## src/rtl/lab2_pkg.sv

```systemverilog
// ============================================================================
// lab2_pkg : shared state encoding and default constants for accum_frame8
// Rev 1.0
// ============================================================================
`default_nettype none

package lab2_pkg;

    typedef enum logic {
        ACCUM = 1'b0,
        DONE  = 1'b1
    } state_t;

    localparam int DEF_WIDTH   = 8;
    localparam int DEF_COUNT_N = 4;

    localparam logic [7:0] SAT_MAX = 8'h7F;
    localparam logic [7:0] SAT_MIN = 8'h80;

endpackage

`default_nettype wire

```

## src/rtl/partI_add.sv

```systemverilog
// ============================================================================
// partI_add : lab ripple adder with carry-in, carry-out and signed overflow
// Rev 1.0
// ============================================================================
`default_nettype none

module partI_add #(
    parameter int WIDTH = 8
) (
    input  logic             cin,
    input  logic [WIDTH-1:0] a,
    input  logic [WIDTH-1:0] b,
    output logic [WIDTH-1:0] sum,
    output logic             cout,
    output logic             overflow
);

    logic [WIDTH:0] w_full;

    assign w_full   = {1'b0, a} + {1'b0, b} + {{WIDTH{1'b0}}, cin};
    assign sum      = w_full[WIDTH-1:0];
    assign cout     = w_full[WIDTH];
    // b is the effective operand, so subtract overflow is covered by the same rule
    assign overflow = (~a[WIDTH-1] & ~b[WIDTH-1] &  sum[WIDTH-1]) |
                      ( a[WIDTH-1] &  b[WIDTH-1] & ~sum[WIDTH-1]);

endmodule

`default_nettype wire

```

## src/rtl/accum_frame8.sv

```systemverilog
// ============================================================================
// accum_frame8 : framed add/sub accumulator with sticky overflow and result
//                handshake. Define ACCUM_SAT_EN for saturating accumulation.
// Rev 1.0
// ============================================================================
`default_nettype none

module accum_frame8
    import lab2_pkg::*;
#(
    parameter int WIDTH   = DEF_WIDTH,
    parameter int COUNT_N = DEF_COUNT_N,
    parameter int CNT_W   = 8
) (
    input  logic             clk,
    input  logic             reset_n,
    input  logic             clear,
    input  logic             in_valid,
    output logic             in_ready,
    input  logic [WIDTH-1:0] in_data,
    input  logic             in_sub,
    output logic             out_valid,
    input  logic             out_ready,
    output logic [WIDTH-1:0] out_data,
    output logic             out_ovf,
    output logic             acc_cout,
    output logic [CNT_W-1:0] op_count
);

    localparam logic [CNT_W-1:0] C_LAST = CNT_W'(COUNT_N - 1);

    state_t             r_state;
    logic [WIDTH-1:0]   r_acc;
    logic               r_cout;
    logic               r_sticky;
    logic [CNT_W-1:0]   r_cnt;
    logic               r_out_valid;
    logic [WIDTH-1:0]   r_out_data;
    logic               r_out_ovf;

    logic [WIDTH-1:0]   w_b;
    logic [WIDTH-1:0]   w_sum;
    logic               w_cout;
    logic               w_ovf;
    logic [WIDTH-1:0]   w_acc_next;
    logic               w_accept;

    assign w_b = in_sub ? ~in_data : in_data;

    partI_add #(
        .WIDTH    (WIDTH)
    ) u_add (
        .cin      (in_sub),
        .a        (r_acc),
        .b        (w_b),
        .sum      (w_sum),
        .cout     (w_cout),
        .overflow (w_ovf)
    );

`ifdef ACCUM_SAT_EN
    // on overflow both effective operands share a sign; clamp toward it
    assign w_acc_next = !w_ovf         ? w_sum   :
                        r_acc[WIDTH-1] ? SAT_MIN : SAT_MAX;
`else
    assign w_acc_next = w_sum;
`endif

    assign in_ready = reset_n & (r_state == ACCUM) & ~clear;
    assign w_accept = in_valid & in_ready;

    always_ff @(posedge clk or negedge reset_n) begin
        if (!reset_n) begin
            r_state     <= ACCUM;
            r_acc       <= '0;
            r_cout      <= 1'b0;
            r_sticky    <= 1'b0;
            r_cnt       <= '0;
            r_out_valid <= 1'b0;
            r_out_data  <= '0;
            r_out_ovf   <= 1'b0;
        end else if (clear) begin
            r_state     <= ACCUM;
            r_acc       <= '0;
            r_cout      <= 1'b0;
            r_sticky    <= 1'b0;
            r_cnt       <= '0;
            r_out_valid <= 1'b0;
        end else begin
            case (r_state)
                ACCUM: begin
                    if (w_accept) begin
                        r_acc    <= w_acc_next;
                        r_cout   <= w_cout;
                        r_sticky <= r_sticky | w_ovf;
                        r_cnt    <= r_cnt + CNT_W'(1);
                        if (r_cnt == C_LAST) begin
                            r_state     <= DONE;
                            r_out_data  <= w_acc_next;
                            r_out_ovf   <= r_sticky | w_ovf;
                            r_out_valid <= 1'b1;
                        end
                    end
                end
                DONE: begin
                    // acc_cout deliberately survives the frame hand-off
                    if (out_ready) begin
                        r_state     <= ACCUM;
                        r_acc       <= '0;
                        r_sticky    <= 1'b0;
                        r_cnt       <= '0;
                        r_out_valid <= 1'b0;
                    end
                end
                default: r_state <= ACCUM;
            endcase
        end
    end

    assign out_valid = r_out_valid;
    assign out_data  = r_out_data;
    assign out_ovf   = r_out_ovf;
    assign acc_cout  = r_cout;
    assign op_count  = r_cnt;

endmodule

`default_nettype wire

```

## config.mk

```make
export PLATFORM = sky130hd
export DESIGN_NAME = accum_frame8
export DESIGN_NICKNAME = d
export VERILOG_FILES = /design/src/rtl/lab2_pkg.sv /design/src/rtl/partI_add.sv /design/src/rtl/accum_frame8.sv
export SDC_FILE = /design/constraint.sdc
export NUM_CORES = 1
export LEC_CHECK = 0
export ABC_AREA = 1
export CAP_MARGIN = 25
export CORE_MARGIN = 4
export CORE_UTILIZATION = 39
export DETAILED_ROUTE_END_ITERATION = 16
export HOLD_SLACK_MARGIN = 0.05
export PLACE_DENSITY = 0.75
export RECOVER_POWER = 25
export SETUP_SLACK_MARGIN = 0.1
export SLEW_MARGIN = 20
export SYNTH_ARGS = -nofsm -noshare
export SYNTH_HDL_FRONTEND = slang
export SYNTH_SLANG_ARGS = --single-unit
```

## constraint.sdc

```tcl
create_clock -name clk -period 3.3 [get_ports clk]
set_clock_uncertainty 0.1 [all_clocks]
set_input_delay 0.33 -clock clk [delete_from_list [all_inputs] [get_ports clk]]
set_output_delay 0.33 -clock clk [all_outputs]
set_load 0.05 [all_outputs]
```

Yosys cells after proc, flatten, opt, wreduce, memory -nomap -nowiden
Index checks and enable logic that the tools add are counted.

storage, ports and cells
  register bits = 29
  output and inout bits = 20
  logic and storage cells = 60

operators by class
  add/subtract/negate cells = 3
  eq/ne operators = 5
  muxes and demuxes = 24
  bitwise gates (word level) = 15
  reductions and logical operators = 5

operator list
  cell                                                              number
  8-bit 2-to-1 mux                                                  6
  8-bit one-hot mux with 2 select lines                             2
  1-bit 2-to-1 mux                                                  13
  8-bit by 8-bit adder with 9-bit output                            1
  9-bit by 1-bit adder with 9-bit output                            1
  8-bit by 1-bit adder with 8-bit output (second input constant)    1
  8-bit by 2-bit == test with 1-bit output (second input constant)  1
  8-bit NOT                                                         1
  1-bit bitwise AND                                                 7
  3-bit != test (second input constant)                             2
  1-bit one-hot mux with 2 select lines                             3
  1-bit NOT                                                         5
  2-bit AND reduction                                               2
  4-bit AND reduction                                               1
  3-bit by 2-bit != test with 1-bit output (second input constant)  1
  3-bit AND reduction                                               1
  2-bit != test (second input constant)                             1
  1-bit OR                                                          2
  2-bit nonzero test                                                1

Longest topological paths before layout
  depth after elaboration = 11
  mapped depth = 14
  depth with buffers taken out = 13

Hierarchy
A second synthesis with hierarchy kept.

second synthesis, totals
  cells, all modules = 235
  area, all modules = 1859.3 um^2

by module, submodules not included
  module        instances  cells each  area an instance (um^2)  sequential area each (um^2)
  accum_frame8  1          175         1465.2                   725.7
  partI_add     1          60          394.1                    0.0

Least setup slack after synthesis
OpenSTA, ideal clock, no wires.

  kind = input to register
  start = in in_sub
  end = reg r_cout (netlist: acc_cout)
  setup time = 0.127 ns
  data arrival time = 1.677 ns
  path slack = 1.395 ns
  cell stages on the path = 11
  cell sequence = buf_4 -> xor2_1 -> fa_1 -> nand3_1 -> nand2_1 -> nand2_1 -> nand2_1 -> a21oi_1 -> nor2_1 -> nor2_1 -> o21ai_0

on the way
  word-level cells in the longest chain between the ends = 6

RTL lines
  element                                     line                RTL
  start, declared                             accum_frame8.sv:21  input logic in_sub,
  8-bit 2-to-1 mux                            accum_frame8.sv:48  assign w_b = in_sub ? ~in_data : in_data;
  8-bit by 8-bit adder with 9-bit output      partI_add.sv:20     assign w_full = {1'b0, a} + {1'b0, b} + {{WIDTH{1'b0}}, cin};
  9-bit by 1-bit adder with 9-bit output (*)  partI_add.sv:20
  1-bit 2-to-1 mux (*)                        accum_frame8.sv:92  if (w_accept) begin
  1-bit 2-to-1 mux (*)                        accum_frame8.sv:90  case (r_state)
  1-bit 2-to-1 mux (*)                        accum_frame8.sv:82  end else if (clear) begin
  end signal, assigned                        accum_frame8.sv:94  r_cout <= w_cout;
  end, declared                               accum_frame8.sv:34  logic r_cout;

Every way passes the cells marked *; elsewhere a longest branch is shown, timed or not. The select of a mux whose other input is x is not followed.
A chain may end at the register's enable or synchronous reset.

Worst setup path after layout
Same ends and word-level chain as after synthesis.

==> run metrics <==
outcome=completed; CTS tree=yes; htree depth=2; drt drc=0; Slew Viols, Final=0; Bufs on Longest Clock Path=2; total number of vias=1404; top-count cell post-synth=nand2_1; initial antenna violation count=0; Placeable Area=4058 sq um; Top FF cell, synth=dfrtp_1; TritonRoute pass-1 iters=4; Final HPWL DP=2.833 mm; cells after synthesis=193; first-pass GRT wire length=6.658 mm; PwrDens=463.9 nW/um^2; WP data required=3360 ps; cts bufs inserted=5; Tcrit/Tclk final=71.42%; Fin Setup TNS=0 ps; n_diodes=0; DR iter-0 viols=99; synth top area cells=dfrtp_1 (44%), nand2_1 (11%), ha_1 (6.8%), inv_1 (4.7%), o21ai_0 (4.5%); ys async rst share=100.0%; CP cell instances=clkdlybuf4s50_1, xor2_1, fa_1, nand3_1, nand2_1, nand2_1, nand2_1, a21oi_1, nor2_1, nor2_1, o21ai_0; EDFF count, synth=0; Slew @ Worst Pin=506.1 ps; # Post-CTS Setup Buffers=0; register bit count reported by yosys=29; Yosys Warn Count=0; RSZ-0062 raised after global routing=false; Largest stage delay, worst path=630 ps; Synth Area in Compound Gates=10.77%; syn_nets=217; Mapped Area=1662 sq um; Final nets=256; root buffer cell=clkbuf_8; Area Overhead vs Synth=28.01%; largest net degree at the start of global routing=31; WL/cell=13.49 microns; MaxCap Viol Count=0; I/O Buffers=33; most used cell, CP=nand2_1; Total GRT Usage=16.22%; crit path max fanout=8; post-synthesis mux area share=0%; Die W=73.27 microns; simple-gate share of the synthesized area=25.15%; Synth Area in XOR/XNOR=6.325%; Fin. Hold Viols=0; clock-pin slew on the worst setup and hold paths=60 ps; Final GP Congestion=0.8610; post-detailed-route count of antenna-violating nets=0; minimum clock period=2357 ps; IO Pins=34; Slew HR=66.15%; Avg Cell Area, Syn=8.609 sq um; HP Class=register to register; routed vias/inst=4.979; post-synthesis cell type count=31; via count of the first global-routing pass=1390; Hold Buf Count CTS=0; top post-synthesis cells by count=nand2_1 (47), dfrtp_1 (29), inv_1 (21); leakage=1.035 nW; area leader, netlist=dfrtp_1; die area=5368 sq um; Final setup violation count=0; critical path startpoint category=input port; Die Y=73.27 microns; worst-skew pair later-pin latency=280 ps; nature of the critical path endpoint=register; final wirelength=3.805 mm; CTS-repair resized insts=0; gr ovfl total=0; critical path class=input port to register; adder-cell share of the synthesized area=7.982%; combinational family with the most area after synthesis=simple AND/OR/NAND/NOR gates; WHS Path Cells=2; Initial Util=40.95%; Peak VDD IR=222.6 uV; clock sinks=29; Critical-path top delay cell=clkdlybuf4s50_1; Reg2Reg Depth=11; arrival time at the worst endpoint=2410 ps; Seq/Total Area, Yosys=43.67%; row count=23; hold slack=385.1 ps; filler cell count=384; Synth top area share=43.67%; proportion of layout cells with a drive suffix above 1=9.483%; Highest Clock Rate=0.4243 GHz
metrics by stage:
stage               utilization (%)  area, sq um  total power, mW  worst slack (ps)  cells
detailed placement            50.29         2041           0.6980             674.0    275
finish                        52.42         2127           0.9868             943.1    282
global route                  52.42         2127            1.041             778.7    282
global placement              50.29         2041           0.6910             739.7    275
CTS                           52.42         2127           0.9943             948.0    282
floorplan                         -         1662           0.6010              1395    193
path summary, 6_finish.rpt:
check | endpoint | slack [ps] | from
setup / recovery | acc_cout$_DFFE_PN0P_ | 940 | in_sub
hold / removal | out_data[1]$_DFFE_PN0P_ | 390 | out_data[1]$_DFFE_PN0P_
setup reg to reg | acc_cout$_DFFE_PN0P_ | 1360 | r_acc[0]$_DFFE_PN0P_
hold reg to reg | out_data[1]$_DFFE_PN0P_ | 390 | out_data[1]$_DFFE_PN0P_
max in group asynchronous | out_data[1]$_DFFE_PN0P_ | 2290 | reset_n
min in group asynchronous | out_ovf$_DFFE_PN0P_ | 530 | reset_n
per-layer routing:
layer | share of wire, % | GRT usage (%) | up-vias
li1 | - | - | 706
met1 | 46 | 22.57 | 655
met2 | 46 | 24.73 | 38
met3 | 5.2 | 3.420 | 5
met4 | 2.0 | 6.148 | 0
met5 | 0 | 0 | -
worst max-delay path: cells and delay by family:
kind,cells,cell delay (ps)
and+or+nand+nor,6,470
buffers and inverters,1,630
xor gates and xnor gates,1,280
AOI/OAI and AO/OA,2,240
adders and majority gates,1,460
cell usage in the layout, fill, tap and decap left out, types with 2 or more instances in the layout:
master and count:
nand2_2 3, buf_4 2, nand2_1 47, clkbuf_8 6, nor2_4 2, a21oi_1 11, dfrtp_1 29, clkdlybuf4s50_1 31
ha_1 9, inv_1 21, o21ai_1 2, nor3_1 2, nand3_1 14, nor2_1 8, o21ai_0 15, xor2_1 8
nand2_4 2, xnor2_1 4
area by class of cell:
class	instances	area (sq um)	area share [%]
multi-input combinational	140	834.6	39.24
sequential	29	725.7	34.12
timing repair buffer	34	335.3	15.76
clock buffer	7	86.33	4.059
inverter	22	82.58	3.882
tap	50	62.56	2.941
flip-flops by register name, indices dropped and copies added, names as in the netlist:
name       count
acc_cout       1
op_count       8
out_data       8
out_ovf        1
out_valid      1
r_acc          8
r_state        1
r_sticky       1
power breakdown:
part	switching, mW	internal [mW]	total (mW)
logic	0.184	0.107	0.291
registers	0.0191	0.383	0.402
clock network	0.128	0.165	0.293
logic make-up after synthesis:
kind of cell             Yosys count
adder cells (fa/ha/maj)           10
AO/OA/AOI/OAI                     33
buffers and inverters             24
AND/OR/NAND/NOR                   85
XOR/XNOR                          12
flip-flops                        29
Power figures use the tool's default switching activity.
